<file path="src/rtl/cim_pkg.sv">
// Shared types and constants for the CIM/CAM array command sequencer.
package cim_pkg;

  localparam int ROWS    = 4;
  localparam int ROW_W   = 2;
  localparam int DATA_W  = 4;
  localparam int PHASE_W = 4;

  typedef enum logic [1:0] {
    OP_WRITE  = 2'b00,
    OP_MAC    = 2'b01,
    OP_SEARCH = 2'b10,
    OP_NOP    = 2'b11
  } cim_op_e;

  typedef enum logic [1:0] {
    ST_IDLE  = 2'b00,
    ST_PRE   = 2'b01,
    ST_EVAL  = 2'b10,
    ST_RECOV = 2'b11
  } cim_state_e;

  // Next row in the sweep; the array has ROWS=4 rows so 3 wraps to 0.
  function automatic logic [ROW_W-1:0] next_row(input logic [ROW_W-1:0] row);
    return row + 1'b1;
  endfunction

endpackage

</file>
<file path="src/rtl/cim_phase_timer.sv">
// Loadable down-counter that times both the precharge and evaluate phases.
// zero is high when the phase is in its final cycle.
module cim_phase_timer
  import cim_pkg::*;
(
  input  logic               clk,
  input  logic               rst_n,
  input  logic               load,
  input  logic [PHASE_W-1:0] load_val,
  output logic               zero
);

  logic [PHASE_W-1:0] count;

  // Load on phase entry, otherwise count down and park at zero.
  always_ff @(posedge clk or negedge rst_n) begin
    if (!rst_n) begin
      count <= '0;
    end else if (load) begin
      count <= load_val;
    end else if (count != '0) begin
      count <= count - 1'b1;
    end
  end

  assign zero = (count == '0);

endmodule

</file>
<file path="src/rtl/cim_array_ctrl.sv">
// Command sequencer for the 4-row compute-in-memory/CAM array.
// Handshake: a command transfers on a rising edge where cmd_valid and
// cmd_ready are both high; cmd_ready is high only in IDLE (and not while
// rst_n is low), and the requester must hold the command until it transfers.
module cim_array_ctrl
  import cim_pkg::*;
#(
  parameter int PRECH_CYCLES = 1,
  parameter int EVAL_CYCLES  = 1
) (
  input  logic              clk,
  input  logic              rst_n,
  input  logic              cmd_valid,
  output logic              cmd_ready,
  input  logic [1:0]        cmd_op,
  input  logic [ROW_W-1:0]  cmd_addr,
  input  logic [1:0]        cmd_len,
  input  logic              cmd_rbar,
  input  logic [DATA_W-1:0] cmd_data,
  input  logic              abort,
  output logic              dec_cs,
  output logic              dec_w_en,
  output logic              dec_mac_en,
  output logic              dec_read_bar,
  output logic              dec_preb_en,
  output logic [ROW_W-1:0]  dec_addr,
  output logic [DATA_W-1:0] dec_data,
  output logic              eval_valid,
  output logic [ROW_W-1:0]  eval_row,
  output logic              busy,
  output logic              done,
  output logic              done_abort,
  output logic [1:0]        dbg_state
);

  localparam logic [1:0] S_IDLE  = ST_IDLE;
  localparam logic [1:0] S_PRE   = ST_PRE;
  localparam logic [1:0] S_EVAL  = ST_EVAL;
  localparam logic [1:0] S_RECOV = ST_RECOV;

  localparam logic [PHASE_W-1:0] PRE_LOAD  = PHASE_W'(PRECH_CYCLES - 1);
  localparam logic [PHASE_W-1:0] EVAL_LOAD = PHASE_W'(EVAL_CYCLES - 1);

  if (PRECH_CYCLES < 1 || PRECH_CYCLES > 15) begin : g_bad_prech
    $error("PRECH_CYCLES must be in 1..15");
  end
  if (EVAL_CYCLES < 1 || EVAL_CYCLES > 15) begin : g_bad_eval
    $error("EVAL_CYCLES must be in 1..15");
  end

  logic [1:0]        state, state_nxt;
  cim_op_e           op_q, op_nxt;
  logic [ROW_W-1:0]  row_q, row_nxt;
  logic [1:0]        rem_q, rem_nxt;
  logic              rbar_q, rbar_nxt;
  logic [DATA_W-1:0] data_q, data_nxt;
  logic              abort_q, abort_nxt;
  logic              tmr_load;
  logic [PHASE_W-1:0] tmr_val;
  logic              tmr_zero;
  logic              eval_last;
  logic              active_nxt;

  cim_phase_timer u_timer (
    .clk      (clk),
    .rst_n    (rst_n),
    .load     (tmr_load),
    .load_val (tmr_val),
    .zero     (tmr_zero)
  );

  // Next-state, command latching and row sweep decisions.
  always_comb begin
    state_nxt = state;
    op_nxt    = op_q;
    row_nxt   = row_q;
    rem_nxt   = rem_q;
    rbar_nxt  = rbar_q;
    data_nxt  = data_q;
    abort_nxt = abort_q;
    tmr_load  = 1'b0;
    tmr_val   = PRE_LOAD;
    eval_last = 1'b0;
    case (state)
      S_IDLE: begin
        if (cmd_valid) begin
          op_nxt    = cim_op_e'(cmd_op);
          row_nxt   = cmd_addr;
          rem_nxt   = (cmd_op == OP_MAC) ? cmd_len : 2'd0;
          rbar_nxt  = cmd_rbar;
          data_nxt  = cmd_data;
          abort_nxt = 1'b0;
          tmr_load  = 1'b1;
          tmr_val   = PRE_LOAD;
          state_nxt = (cmd_op == OP_NOP) ? S_RECOV : S_PRE;
        end
      end
      S_PRE: begin
        if (abort) begin
          abort_nxt = 1'b1;
          state_nxt = S_RECOV;
        end else if (tmr_zero) begin
          tmr_load  = 1'b1;
          tmr_val   = EVAL_LOAD;
          state_nxt = S_EVAL;
        end
      end
      S_EVAL: begin
        if (abort) begin
          abort_nxt = 1'b1;
          state_nxt = S_RECOV;
        end else if (tmr_zero) begin
          eval_last = 1'b1;
          if (op_q == OP_MAC && rem_q != 2'd0) begin
            row_nxt   = next_row(row_q);
            rem_nxt   = rem_q - 1'b1;
            tmr_load  = 1'b1;
            tmr_val   = PRE_LOAD;
            state_nxt = S_PRE;
          end else begin
            state_nxt = S_RECOV;
          end
        end
      end
      S_RECOV: state_nxt = S_IDLE;
      default: state_nxt = S_IDLE;
    endcase
  end

  assign active_nxt = (state_nxt == S_PRE) || (state_nxt == S_EVAL);

  // State, latched command, and registered decoder controls derived from next state.
  always_ff @(posedge clk or negedge rst_n) begin
    if (!rst_n) begin
      state        <= S_IDLE;
      op_q         <= OP_NOP;
      row_q        <= '0;
      rem_q        <= '0;
      rbar_q       <= 1'b0;
      data_q       <= '0;
      abort_q      <= 1'b0;
      dec_cs       <= 1'b0;
      dec_w_en     <= 1'b0;
      dec_mac_en   <= 1'b0;
      dec_read_bar <= 1'b0;
      dec_preb_en  <= 1'b0;
      dec_addr     <= '0;
      dec_data     <= '0;
    end else begin
      state        <= state_nxt;
      op_q         <= op_nxt;
      row_q        <= row_nxt;
      rem_q        <= rem_nxt;
      rbar_q       <= rbar_nxt;
      data_q       <= data_nxt;
      abort_q      <= abort_nxt;
      dec_cs       <= active_nxt;
      dec_w_en     <= active_nxt && (op_nxt == OP_WRITE);
      dec_mac_en   <= active_nxt && (op_nxt == OP_MAC);
      dec_read_bar <= active_nxt && (op_nxt == OP_MAC) && rbar_nxt;
      dec_preb_en  <= (state_nxt == S_EVAL);
      dec_addr     <= active_nxt ? row_nxt : '0;
      dec_data     <= (active_nxt && (op_nxt == OP_WRITE || op_nxt == OP_SEARCH))
                      ? data_nxt : '0;
    end
  end

  assign eval_valid = eval_last;
  assign eval_row   = eval_last ? row_q : '0;
  assign cmd_ready  = rst_n && (state == S_IDLE);
  assign busy       = (state != S_IDLE);
  assign done       = (state == S_RECOV);
  assign done_abort = done && abort_q;
  assign dbg_state  = state;

endmodule
</file>
<file path="config.mk">
export PLATFORM = sky130hd
export DESIGN_NAME = cim_array_ctrl
export DESIGN_NICKNAME = d
export VERILOG_FILES = /design/src/rtl/cim_pkg.sv /design/src/rtl/cim_phase_timer.sv /design/src/rtl/cim_array_ctrl.sv
export SDC_FILE = /design/constraint.sdc
export NUM_CORES = 1
export LEC_CHECK = 0
export BUFFER_PORTS_ARGS = -buffer_cell sky130_fd_sc_hd__buf_2
export CAP_MARGIN = 20
export CORE_UTILIZATION = 48
export DETAILED_ROUTE_END_ITERATION = 7
export GPL_ROUTABILITY_DRIVEN = 0
export GPL_TIMING_DRIVEN = 1
export HOLD_SLACK_MARGIN = 0.02
export PLACE_DENSITY = 0.75
export SYNTH_ARGS = -nofsm -noshare
export SYNTH_HDL_FRONTEND = slang
export SYNTH_SLANG_ARGS = --single-unit
</file>
<file path="constraint.sdc">
create_clock -name clk -period 2.4 [get_ports clk]
set_input_delay 0.48 -clock clk [delete_from_list [all_inputs] [get_ports clk]]
set_output_delay 0.48 -clock clk [all_outputs]
set_load 0.02 [all_outputs]
</file>
# Word level (Yosys, flattened, before mapping)
# Index checks and enable logic that the tools add are counted.
# op_classes
add_sub_neg	3
eq_ne	15
muxes	41
reduce_logical	21
# op_table
operator	count
2-to-1 mux 2 bit	20
2-to-1 mux 4 bit	5
2-to-1 mux 1 bit	11
equality test 2 x 1 -> 1 bit, second input constant	5
equality test 2 bit, second input constant	5
nonzero test 2 bit	5
!= test 2 bit, second input constant	4
one-hot mux 2 bit (2 select lines)	2
one-hot mux 2 bit (4 select lines)	1
logical AND 1 bit	7
AND reduction 5 bit	1
zero test 2 bit	2
zero test 4 bit	1
nonzero test 4 bit	1
subtractor 4 x 1 -> 4 bit, second input constant	1
one-hot mux 1 bit (3 select lines)	1
AND reduction 3 bit	1
adder 2 x 1 -> 2 bit, second input constant	1
logical OR 1 bit	2
!= test 2 x 1 -> 1 bit, second input constant	1
one-hot mux 1 bit (2 select lines)	1
OR reduction 2 bit	1
subtractor 2 x 1 -> 2 bit, second input constant	1
# word_totals
regBits	29
output_inout_bits	20
wordCells	95

# Longest topological paths before layout
# Gate-level depths: netlist (run 1).
# depth
word_depth	10
mapped_depth	9

# Modules after synthesis
# Synthesis (run 1) repeated with hierarchy kept, for this count alone.
# unflattened
hier_cells	142
hier_area_um2	1575.3
# by_module_without_submodules
module	n_inst	cells_per_inst	area_per_inst_um2	seq_area_each_um2
cim_array_ctrl	1	120	1341.3	628.1
cim_phase_timer	1	22	234.0	100.1

# Worst setup path before layout (run 1)
# Ideal clock, no wire load.
# synth_timing
path_type	register to register
from	reg state[0], in the netlist dbg_state[0]
to	reg dec_data[0]
setup_time_ps	73
arrival_time_ps	2446
required_time_ps	2327
setup_slack_ps	-119
stages_incl_launch_ff	9
cell_sequence	dfrtp_1 -> inv_1 -> ha_1 -> or4b_1 -> a32oi_1 -> a21boi_0 -> ha_1 -> a211o_1 -> nor2b_1
# synth_via
elab_cells_between_ends	20
classes_between	eq/ne (6); mux (9); reduce/logical (5)
# synth_rtl
item	line_no	rtl
from (decl)	cim_array_ctrl.sv:51	logic [1:0] state, state_nxt;
from (signal assigned)	cim_array_ctrl.sv:150	state <= state_nxt;
equality test 2 bit (tied with other cells)	cim_array_ctrl.sv:84	case (state)
one-hot mux 2 bit (4 select lines) *	cim_array_ctrl.sv:84	
named net state_nxt[1]	cim_array_ctrl.sv:51	
equality test 2 x 1 -> 1 bit or equality test 2 bit (tied branches)	cim_array_ctrl.sv:130	assign active_nxt = (state_nxt == S_PRE) || (state_nxt == S_EVAL);
logical OR 1 bit *	cim_array_ctrl.sv:130	
logical AND 1 bit *	cim_array_ctrl.sv:163	dec_data <= (active_nxt && (op_nxt == OP_WRITE || op_nxt == OP_SEARCH))
2-to-1 mux 4 bit *	cim_array_ctrl.sv:164	? data_nxt : '0;
to (signal assigned)	cim_array_ctrl.sv:163	
to (decl)	cim_array_ctrl.sv:27	output logic [DATA_W-1:0] dec_data,
# The timed path passes the listed nets; every way through them passes the cells marked *.
# A chain may end at the register's enable or synchronous reset.

# Worst setup path after layout (run 1)
# layout_timing
from	reg state[1], in the netlist dbg_state[1]
to	reg dec_data[0]
# layout_via
elab_chain_cells	7
elab_cells_between_ends	20
classes_between	eq/ne (6); mux (9); reduce/logical (5)
# layout_rtl
item	line_no
2-to-1 mux 2 bit, on equally long branches	cim_array_ctrl.sv:112, cim_array_ctrl.sv:102
2-to-1 mux 2 bit, on equally long branches	cim_array_ctrl.sv:109, cim_array_ctrl.sv:99
one-hot mux 2 bit (4 select lines) *	cim_array_ctrl.sv:84
named net state_nxt[1]	cim_array_ctrl.sv:51
equality test 2 x 1 -> 1 bit or equality test 2 bit (tied branches)	cim_array_ctrl.sv:130
logical OR 1 bit *	cim_array_ctrl.sv:130
logical AND 1 bit *	cim_array_ctrl.sv:163
2-to-1 mux 4 bit *	cim_array_ctrl.sv:164
# Marks and branches as above.

==> impl_metrics.py, run 1 <==
metrics = {
    "run_status": {
        "run_status": "completed",
    },
    "grt": {
        "global_route_total_overflow": 0,
        "grt_first_pass_wirelength_mm": 5.60,
        "grtUsageTotal_pct": 23.1,
        "maximum_number_of_pins_on_one_net_before_global_route_repair": 30,
        "grt_pass1_vias": 1195,
        "number_of_antenna_violations_at_the_first_check_in_global_routing": 0,
    },
    "worst_setup_path": {
        "worst_path_top_cell_family_by_delay": "compound AO/OA/AOI/OAI gates",
        "timing.critical_path.cells": "inv_4 -> ha_4 -> or4b_4 -> a32oi_1 -> a21boi_2 -> ha_1 -> a211o_1 -> nor2b_1",
        "slowest_stage": "sky130_fd_sc_hd__or4b_4",
        "crit_buf_inv": 1,
        "cp-end-kind": "register",
        "critical_path_stages": 8,
        "cp_data_required_time_ns": 2.68,
        "cp_data_arrival_time_ns": 2.58,
        "worstSetupPathType": "reg -> reg",
        "ff2ff_path_depth": 8,
        "worst-path-max-fanout": 5,
        "critPathMaxStageDelay_ns": 0.48,
        "worst_setup_path_start_kind": "register",
    },
    "synth": {
        "postSynth.topFlopCell": "sky130_fd_sc_hd__dfrtp_1",
        "synth_area_leaders": "sky130_fd_sc_hd__dfrtp_1, sky130_fd_sc_hd__mux2_2, sky130_fd_sc_hd__ha_1, sky130_fd_sc_hd__dfstp_2, sky130_fd_sc_hd__nor2b_1",
        "library_cell_with_the_largest_summed_area_after_synthesis": "sky130_fd_sc_hd__dfrtp_1",
        "postSynthAreaPerCell_sq_um": 11.0,
        "syn_nets": 163,
        "synth_seq_cells": 29,
        "ys_warn_count": 0,
        "fraction_of_post_synthesis_cell_area_in_the_top_cell_type_by_area_pct": 43.9,
        "synth_cells": 140,
        "post_synth_instance_area_sq_um": 1540,
        "ys_seq_area_share_pct": 47.3,
        "synth_edf_count": 0,
        "post-synth-top-count-cell": "sky130_fd_sc_hd__dfrtp_1",
        "netlist-cell-type-count": 42,
        "postSynth.asyncResetShare_pct": 100,
        "synth_common_cells": "sky130_fd_sc_hd__dfrtp_1, sky130_fd_sc_hd__inv_1, sky130_fd_sc_hd__mux2_2, sky130_fd_sc_hd__ha_1, sky130_fd_sc_hd__nor2b_1",
    },
    "routing": {
        "drt-vias-per-instance": 5.44,
        "vias": 1289,
        "route.final.wire_length_mm": 3.55,
        "detailedRoute.firstPassIterationCount": 4,
        "drt-wirelength-per-cell_um": 15.0,
        "drt-initial-drc-count": 55,
        "drc_errors_left": 0,
        "ant_nets": 0,
    },
    "sta": {
        "relSlewSlack_pct": 57.2,
        "timing_worst_slew_pin_value_ns": 0.641,
        "finalSetupViolCount": 0,
        "timing.hold.ws_ns": 0.143,
        "timing.clock.skew_ns": 0.0121,
        "final.min_clock_period_ns": 2.31,
        "fmax_ghz": 0.434,
        "maxSlewViolCount": 0,
        "grt_setup_unrepaired": "yes",
        "layout_worst_path_cycle_share_pct": 96.1,
        "timing.final.hold_violations": 0,
    },
    "die": {
        "row_count": 20,
        "effective_utilization_at_floorplan_pct": 50.4,
        "die_w_um": 58.6,
        "core_box_area_sq_um": 3050,
        "height_of_the_chip_um": 58.6,
        "design.die.area_sq_um": 3440,
        "ios": 35,
    },
    "clock_tree": {
        "cts.hold.buffers_added": 0,
        "max_root_sink_buffers": 2,
        "cts-buffers-inserted": 5,
        "cts_root_buf": "sky130_fd_sc_hd__clkbuf_4",
        "clk_pin_slew_worst_paths_ns": 0.11,
        "cts-htree-levels": 2,
        "clock_latency_ns": 0.35,
        "cts_tree": "done",
        "tritoncts_num_sinks": 29,
    },
    "power_and_ir_drop": {
        "totalPowerFinal_w": 0.00295,
        "max_rail_drop_vdd_v": 0.000707,
        "switching_power_w": 0.00123,
        "combPwrFrac_pct": 56.2,
        "clock_network_fraction_of_total_power_pct": 14.2,
        "swShare_pct": 41.6,
        "static-leakage-power_nw": 0.966,
        "internal-power_w": 0.00172,
        "power.density_cell_area_nw_per_um2": 1480,
        "seqPwrFrac_pct": 29.6,
    },
    "finish": {
        "num_antenna_cells": 0,
        "final-seq-area_sq_um": 731,
        "nets": 215,
        "layout.core_utilization_pct": 65.3,
        "drive_above_1_share_pct": 43.5,
        "fillerInstances": 267,
        "area_growth_pct": 29.6,
        "multi_input_comb_area_sq_um": 791,
    },
    "run": {
        "timing.max_cap.violations": 0,
    },
    "min_path": {
        "min-delay-path-class": "in -> async",
    },
    "placement": {
        "place.port_buffers": 34,
        "dp.final_hpwl_mm": 2.52,
    },
}
-- flip-flops by register name (all words and copies together), names as in the netlist, 2 cells and up --
| signal | count |
|---|---|
| data_q | 4 |
| dec_data | 4 |
| u_timer.count | 4 |
| dbg_state | 2 |
| dec_addr | 2 |
| op_q | 2 |
| rem_q | 2 |
| row_q | 2 |
-- stage by stage --
stage | cells | area, sq um | setup slack, ns | TNS [ns]
after detailed placement | 223 | 1820 | -0.0457 | -0.141
after floorplan | 140 | 1540 | 0.0187 | 0
after global placement | 223 | 1820 | 0.0877 | 0
after CTS | 231 | 1910 | 0.00572 | 0
after global routing | 237 | 1990 | -0.0193 | -0.0193
final | 237 | 1990 | 0.0945 | 0
-- power by group through the flow --
stage / registers (W) / clock network (W) / logic [W]
3_3_place_gp: 0.000853 / 0 / 0.00143
3_5_place_dp: 0.000871 / 0 / 0.00149
2_1_floorplan: 0.000941 / 0 / 0.000932
5_1_grt: 0.000895 / 0.000448 / 0.00182
6_report: 0.000872 / 0.000420 / 0.00165
4_1_cts: 0.000862 / 0.000424 / 0.00150
-- final cells by class --
type / instances / area share [%]
clock buffer: 5 / 1.88
inverter: 10 / 2.01
sequential: 29 / 36.6
tap: 44 / 2.76
timing repair buffer: 50 / 14.7
clock inverter: 3 / 2.32
multi-input combinational: 96 / 39.6
-- cell families after synthesis --
| group | after synthesis | share of synthesized area (%) |
|---|---|---|
| AND/OR/NAND/NOR | 52 | 21.3 |
| flip-flops | 29 | 47.3 |
| AO/OA/AOI/OAI | 22 | 11.2 |
| buffers and inverters | 15 | 3.90 |
| multiplexers | 13 | 9.19 |
| adder cells (fa/ha/maj) | 8 | 6.50 |
| XOR/XNOR | 1 | 0.569 |
-- routing by layer --
layer	track usage, %	part of all wire [%]
met3	5.27	5.3
met2	34.2	46
met5	0	0
met1	30.5	45
met4	15.3	2.8
-- final timing paths --
check	from	endpoint	slack, ns
min	rst_n	rem_q[1]	0.14
max	dbg_state[1]	dec_data[0]	0.09
max reg2reg	dbg_state[1]	dec_data[0]	0.09
min in group clk	cmd_data[1]	data_q[1]	0.38
max in group asynchronous	rst_n	op_q[1]	1.94
min reg2reg	data_q[0]	data_q[0]	0.51
-- placed cells by master (no fill, tap or decap), types with 4 or more instances in the layout --
cell type                   n
sky130_fd_sc_hd__nand3_1    4
sky130_fd_sc_hd__ha_1       6
sky130_fd_sc_hd__nand2_1    5
sky130_fd_sc_hd__dfrtp_1   25
sky130_fd_sc_hd__inv_1      7
sky130_fd_sc_hd__clkbuf_4   5
sky130_fd_sc_hd__and2_1     4
sky130_fd_sc_hd__buf_2     34
sky130_fd_sc_hd__nor2b_1    8
sky130_fd_sc_hd__nor2_1     6
sky130_fd_sc_hd__mux2_2     9
sky130_fd_sc_hd__nor3_1     4
sky130_fd_sc_hd__buf_4     15
-- repair_timing --
| item | in CTS | in global routing |
|---|---|---|
| gates cloned | 0 | 0 |
| setup buffers | 0 | 6 |
| endpoints found under the setup margin | 8 | 11 |
| pin swaps | 0 | 4 |
| resized for setup | 3 | 11 |
(Power assumes the default switching activity.)
==> inputs of run 2 (changes only) <==
==> constraint.sdc (replaced) <==
create_clock -name clk -period 2.4 [get_ports clk]
set_input_delay 0.48 -clock clk [delete_from_list [all_inputs] [get_ports clk]]
set_output_delay 0.48 -clock clk [all_outputs]
set_load 0.1 [all_outputs]
==> impl_metrics.py, run 2 (synthesis results as in run 1) <==
metrics = {
    "finish": {
        "fillerInstances": 264,
        "layout.cells.non_filler": 232,
        "layout.core_utilization_pct": 65.9,
        "drive_above_1_share_pct": 44.1,
        "area_growth_pct": 30.7,
        "nets": 210,
        "final_cell_mix": "sky130_fd_sc_hd__buf_2, sky130_fd_sc_hd__dfrtp_1, sky130_fd_sc_hd__buf_4",
        "num_antenna_cells": 0,
        "layout_commonest_cell": "sky130_fd_sc_hd__buf_2",
        "top_regs": "data_q x4, dec_data x4, u_timer.count x4",
    },
    "die": {
        "row_count": 20,
        "design.die.area_sq_um": 3440,
        "effective_utilization_at_floorplan_pct": 50.4,
        "die_w_um": 58.6,
        "height_of_the_chip_um": 58.6,
        "core_box_area_sq_um": 3050,
        "ios": 35,
    },
    "routing": {
        "ant_nets": 0,
        "drt-initial-drc-count": 43,
        "drt-wirelength-per-cell_um": 15.9,
        "dr_wl_met3_um": 253,
        "wirelength_met1_mm": 1.51,
        "detailroute.wirelength.met2_mm": 1.79,
        "vias": 1284,
        "drt-vias-per-instance": 5.53,
        "drc_errors_left": 0,
        "dr.max_layer_used": "met4",
        "route.final.wire_length_mm": 3.69,
        "detailedRoute.firstPassIterationCount": 4,
    },
    "run_status": {
        "run_status": "completed",
    },
    "worst_setup_path": {
        "worst-r2r-setup-slack_ns": 0.03,
        "worstSetupPathType": "reg -> reg",
        "timing.rr.end": "dec_data[0]",
        "cp_data_arrival_time_ns": 2.64,
        "cp-end-kind": "register",
        "cp_data_required_time_ns": 2.67,
        "r2r_start": "dbg_state[1]",
        "worst_setup_path_start_kind": "register",
        "ff2ff_path_depth": 8,
        "worst-path-max-fanout": 5,
    },
    "run": {
        "timing.max_cap.violations": 0,
    },
    "placement": {
        "place_ws_ns": -0.0205,
        "dp.final_hpwl_mm": 2.58,
        "place.port_buffers": 34,
        "post-place-cells": 220,
    },
    "sta": {
        "maxSlewViolCount": 0,
        "timing_worst_slew_pin_value_ns": 0.637,
        "final.min_clock_period_ns": 2.37,
        "timing.clock.skew_ns": 0.00411,
        "relSlewSlack_pct": 57.4,
        "fmax_ghz": 0.422,
        "layout_worst_path_cycle_share_pct": 98.7,
        "timing.final.hold_violations": 0,
        "finalSetupViolCount": 0,
        "fin_ws_ns": 0.0321,
        "grt_setup_unrepaired": "yes",
        "timing.hold.ws_ns": 0.140,
    },
    "clock_tree": {
        "clk_pin_slew_worst_paths_ns": 0.10,
        "cts-htree-levels": 2,
        "tritoncts_num_sinks": 29,
        "clock_latency_ns": 0.34,
        "max_root_sink_buffers": 2,
        "cts_root_buf": "sky130_fd_sc_hd__clkbuf_4",
        "cts_tree": "done",
        "cts-buffers-inserted": 5,
    },
    "grt": {
        "grt_first_pass_wirelength_mm": 6.11,
        "grt_pass1_vias": 1283,
        "grtUsageTotal_pct": 24.6,
        "maximum_number_of_pins_on_one_net_before_global_route_repair": 30,
        "number_of_antenna_violations_at_the_first_check_in_global_routing": 0,
        "global_route_total_overflow": 0,
    },
    "min_path": {
        "min-delay-path-class": "in -> async",
    },
}
-- run 2: cell type report --
| cell class | instances | area (sq um) | share of cell area (%) |
|---|---|---|---|
| Tap cell | 44 | 55.1 | 2.74 |
| Multi-Input combinational cell | 96 | 791 | 39.3 |
| Sequential cell | 29 | 736 | 36.6 |
| Timing Repair Buffer | 45 | 298 | 14.8 |
| Inverter | 10 | 42.5 | 2.12 |
| Clock inverter | 2 | 37.5 | 1.87 |
| Clock buffer | 6 | 51.3 | 2.55 |
-- run 2: worst max path at each step --
stage,start,end,slack (ns),depth (start not counted)
floorplan,dbg_state[1],dec_data[0],-0.11,8
global placement,u_timer.count[0],dec_w_en,0.09,8
detailed placement,u_timer.count[0],dec_data[1],-0.02,8
CTS,u_timer.count[0],dec_data[1],0.003,8
global route,dbg_state[1],dec_data[1],-0.08,8
finish,dbg_state[1],dec_data[0],0.03,8
-- run 2: worst max-delay path, cell delays in order, from the launching register on --
cell and delay (ns):
sky130_fd_sc_hd__dfrtp_4 0.44, sky130_fd_sc_hd__inv_4 0.05, sky130_fd_sc_hd__ha_4 0.15, sky130_fd_sc_hd__or4b_4 0.52, sky130_fd_sc_hd__a32oi_1 0.21, sky130_fd_sc_hd__a21boi_2 0.20
sky130_fd_sc_hd__ha_1 0.26, sky130_fd_sc_hd__a211o_1 0.34, sky130_fd_sc_hd__nor2b_1 0.13
-- run 2: stage by stage --
| stage | setup TNS [ns] | instance area, sq um |
|---|---|---|
| finish | 0 | 2010 |
| global route | -0.259 | 2010 |
| CTS | 0 | 1970 |
| detailed placement | -0.0348 | 1880 |
| global placement | 0 | 1880 |
| floorplan | -0.523 | 1580 |
-- run 2: repair_timing --
item,4_1_cts,5_1_grt
buffers inserted,1,3
gates resized for setup,1,5
hold buffers,0,0
pin swaps,1,4
setup endpoints to repair,5,10
-- run 2: layer usage --
| layer | up-vias | global-route usage, % |
|---|---|---|
| met3 | 15 | 8.35 |
| li1 | 598 | - |
| met1 | 623 | 30.6 |
| met4 | 0 | 12.2 |
| met2 | 48 | 38.3 |
| met5 | - | 0 |
Power of run 2 is not shown: default switching activity piles up to over one toggle a cycle in this logic, so the estimate is an artifact.
==> inputs of run 3 (changes only) <==
Settings changed: CORE_MARGIN from default to 2, CORE_UTILIZATION 48 to 45, PLACE_DENSITY 0.75 to 0.71.
==> impl_metrics.py, run 3 (synthesis results as in run 1) <==
metrics = {
    "grt": {
        "gr-usage-met2_pct": 35.5,
        "number_of_antenna_violations_at_the_first_check_in_global_routing": 0,
        "maximum_number_of_pins_on_one_net_before_global_route_repair": 30,
        "groute.layer.met3.usage_pct": 5.77,
        "global_route_total_overflow": 0,
        "grt_pass1_vias": 1426,
        "grt_first_pass_wirelength_mm": 6.35,
        "grtUsageTotal_pct": 20.7,
        "grt.busiest_layer": "met2",
        "global_route.usage.met1_pct": 24.3,
    },
    "clock_tree": {
        "cts-buffers-inserted": 5,
        "cts_root_buf": "sky130_fd_sc_hd__clkbuf_4",
        "cts_tree": "done",
        "tritoncts_num_sinks": 29,
        "max_root_sink_buffers": 2,
        "clock_latency_ns": 0.33,
        "cts.hold.buffers_added": 0,
        "cts-htree-levels": 2,
        "clk_pin_slew_worst_paths_ns": 0.10,
    },
    "die": {
        "height_of_the_chip_um": 62.5,
        "core_box_area_sq_um": 3310,
        "die_w_um": 62.5,
        "effective_utilization_at_floorplan_pct": 46.5,
        "design.die.area_sq_um": 3900,
        "ios": 35,
        "row_count": 21,
    },
    "finish": {
        "drive_above_1_share_pct": 44.5,
        "fillerInstances": 301,
        "nets": 213,
        "layout_commonest_cell": "sky130_fd_sc_hd__buf_2",
        "top_regs": "data_q x4, dec_data x4, u_timer.count x4",
        "final_cell_area_sq_um": 2050,
        "layout.core_utilization_pct": 61.8,
        "area_growth_pct": 32.9,
        "num_antenna_cells": 0,
        "final_cell_mix": "sky130_fd_sc_hd__buf_2, sky130_fd_sc_hd__dfrtp_1, sky130_fd_sc_hd__buf_4",
    },
    "worst_setup_path": {
        "worst_setup_path_start_kind": "register",
        "worst-path-max-fanout": 5,
        "cp-end-kind": "register",
        "r2r_start": "dbg_state[1]",
        "worst-r2r-setup-slack_ns": -0.04,
        "ff2ff_path_depth": 8,
        "slowest_stage": "sky130_fd_sc_hd__or4b_4",
        "cp_data_arrival_time_ns": 2.70,
        "timing.critical_path.cells": "inv_4 -> ha_4 -> or4b_4 -> a32oi_1 -> a21boi_2 -> ha_1 -> a211o_1 -> nor2b_1",
        "critPathMaxStageDelay_ns": 0.52,
        "worst_path_top_cell_family_by_delay": "compound AO/OA/AOI/OAI gates",
        "worstSetupPathType": "reg -> reg",
        "timing.rr.end": "dec_data[2]",
        "cp_data_required_time_ns": 2.67,
        "crit_buf_inv": 1,
    },
    "sta": {
        "timing_worst_slew_pin_value_ns": 0.663,
        "maxSlewViolCount": 0,
        "timing.final.hold_violations": 0,
        "final.min_clock_period_ns": 2.44,
        "grt_setup_unrepaired": "yes",
        "timing.clock.skew_ns": 0.00805,
        "layout_worst_path_cycle_share_pct": 102,
        "fin_ws_ns": -0.0376,
        "setup-tns-final_ns": -0.126,
        "relSlewSlack_pct": 55.7,
        "fmax_ghz": 0.410,
        "finalSetupViolCount": 5,
    },
    "routing": {
        "route.final.wire_length_mm": 3.60,
        "detailedRoute.firstPassIterationCount": 4,
        "drt-initial-drc-count": 66,
        "drt-vias-per-instance": 5.33,
        "vias": 1264,
        "drt-wirelength-per-cell_um": 15.2,
        "drc_errors_left": 0,
        "ant_nets": 0,
    },
    "min_path": {
        "min-delay-path-class": "in -> async",
    },
    "placement": {
        "place.port_buffers": 34,
        "placed_area_sq_um": 1920,
        "dp.final_hpwl_mm": 2.63,
    },
    "run": {
        "timing.max_cap.violations": 0,
    },
    "run_status": {
        "run_status": "complete, but fails checks",
        "violations": "negative setup slack",
    },
}
-- run 3: changes by cell type in the layout (fill, tap and decap cells not counted), sizes merged --
| cell | before | now |
|---|---|---|
| buf | 45 | 48 |
| clkbuf | 6 | 5 |
| clkinv | 0 | 1 |
-- run 3: how the worst max path moves through the flow --
stage | from | slack (ns) | to | cells past startpoint
2_1_floorplan | dbg_state[1] | -0.11 | dec_data[0] | 8
3_3_place_gp | abort | 0.07 | dec_data[2] | 7
3_5_place_dp | dbg_state[0] | -0.03 | dec_data[1] | 8
4_1_cts | u_timer.count[0] | 0.002 | dec_data[2] | 8
5_1_grt | dbg_state[1] | -0.11 | dec_data[2] | 8
6_report | dbg_state[1] | -0.04 | dec_data[2] | 8
-- run 3: routing by layer --
layer | wire length, um | up-vias
met5 | 0 | -
met4 | 73 | 0
met3 | 143 | 9
met2 | 1850 | 29
met1 | 1530 | 623
li1 | - | 603
-- run 3: per-stage QoR --
step / cells / hold slack [ns] / setup slack (ns)
after floorplan: 140 / 0.184 / -0.109
after global placement: 225 / 0.474 / 0.0741
after detailed placement: 225 / 0.484 / -0.0348
after CTS: 234 / 0.174 / 0.00237
after global routing: 237 / 0.184 / -0.108
final: 237 / 0.175 / -0.0376
-- run 3: layout make-up --
cell class,instances,area [sq um],share of cell area [%]
Clock buffer,5,37.5,1.83
Inverter,10,42.5,2.08
Multi-Input combinational cell,96,791,38.7
Timing Repair Buffer,48,335,16.4
Clock inverter,3,46.3,2.26
Tap cell,46,57.6,2.81
Sequential cell,29,736,36.0
-- run 3: timing repair --
| item | 4_1_cts | 5_1_grt |
|---|---|---|
| gates resized for setup | 1 | 4 |
| gates cloned | 0 | 0 |
| pin swaps | 1 | 1 |
| setup endpoints to repair | 5 | 11 |
| buffers inserted | 1 | 3 |
Power of run 3 is left out for the same reason.
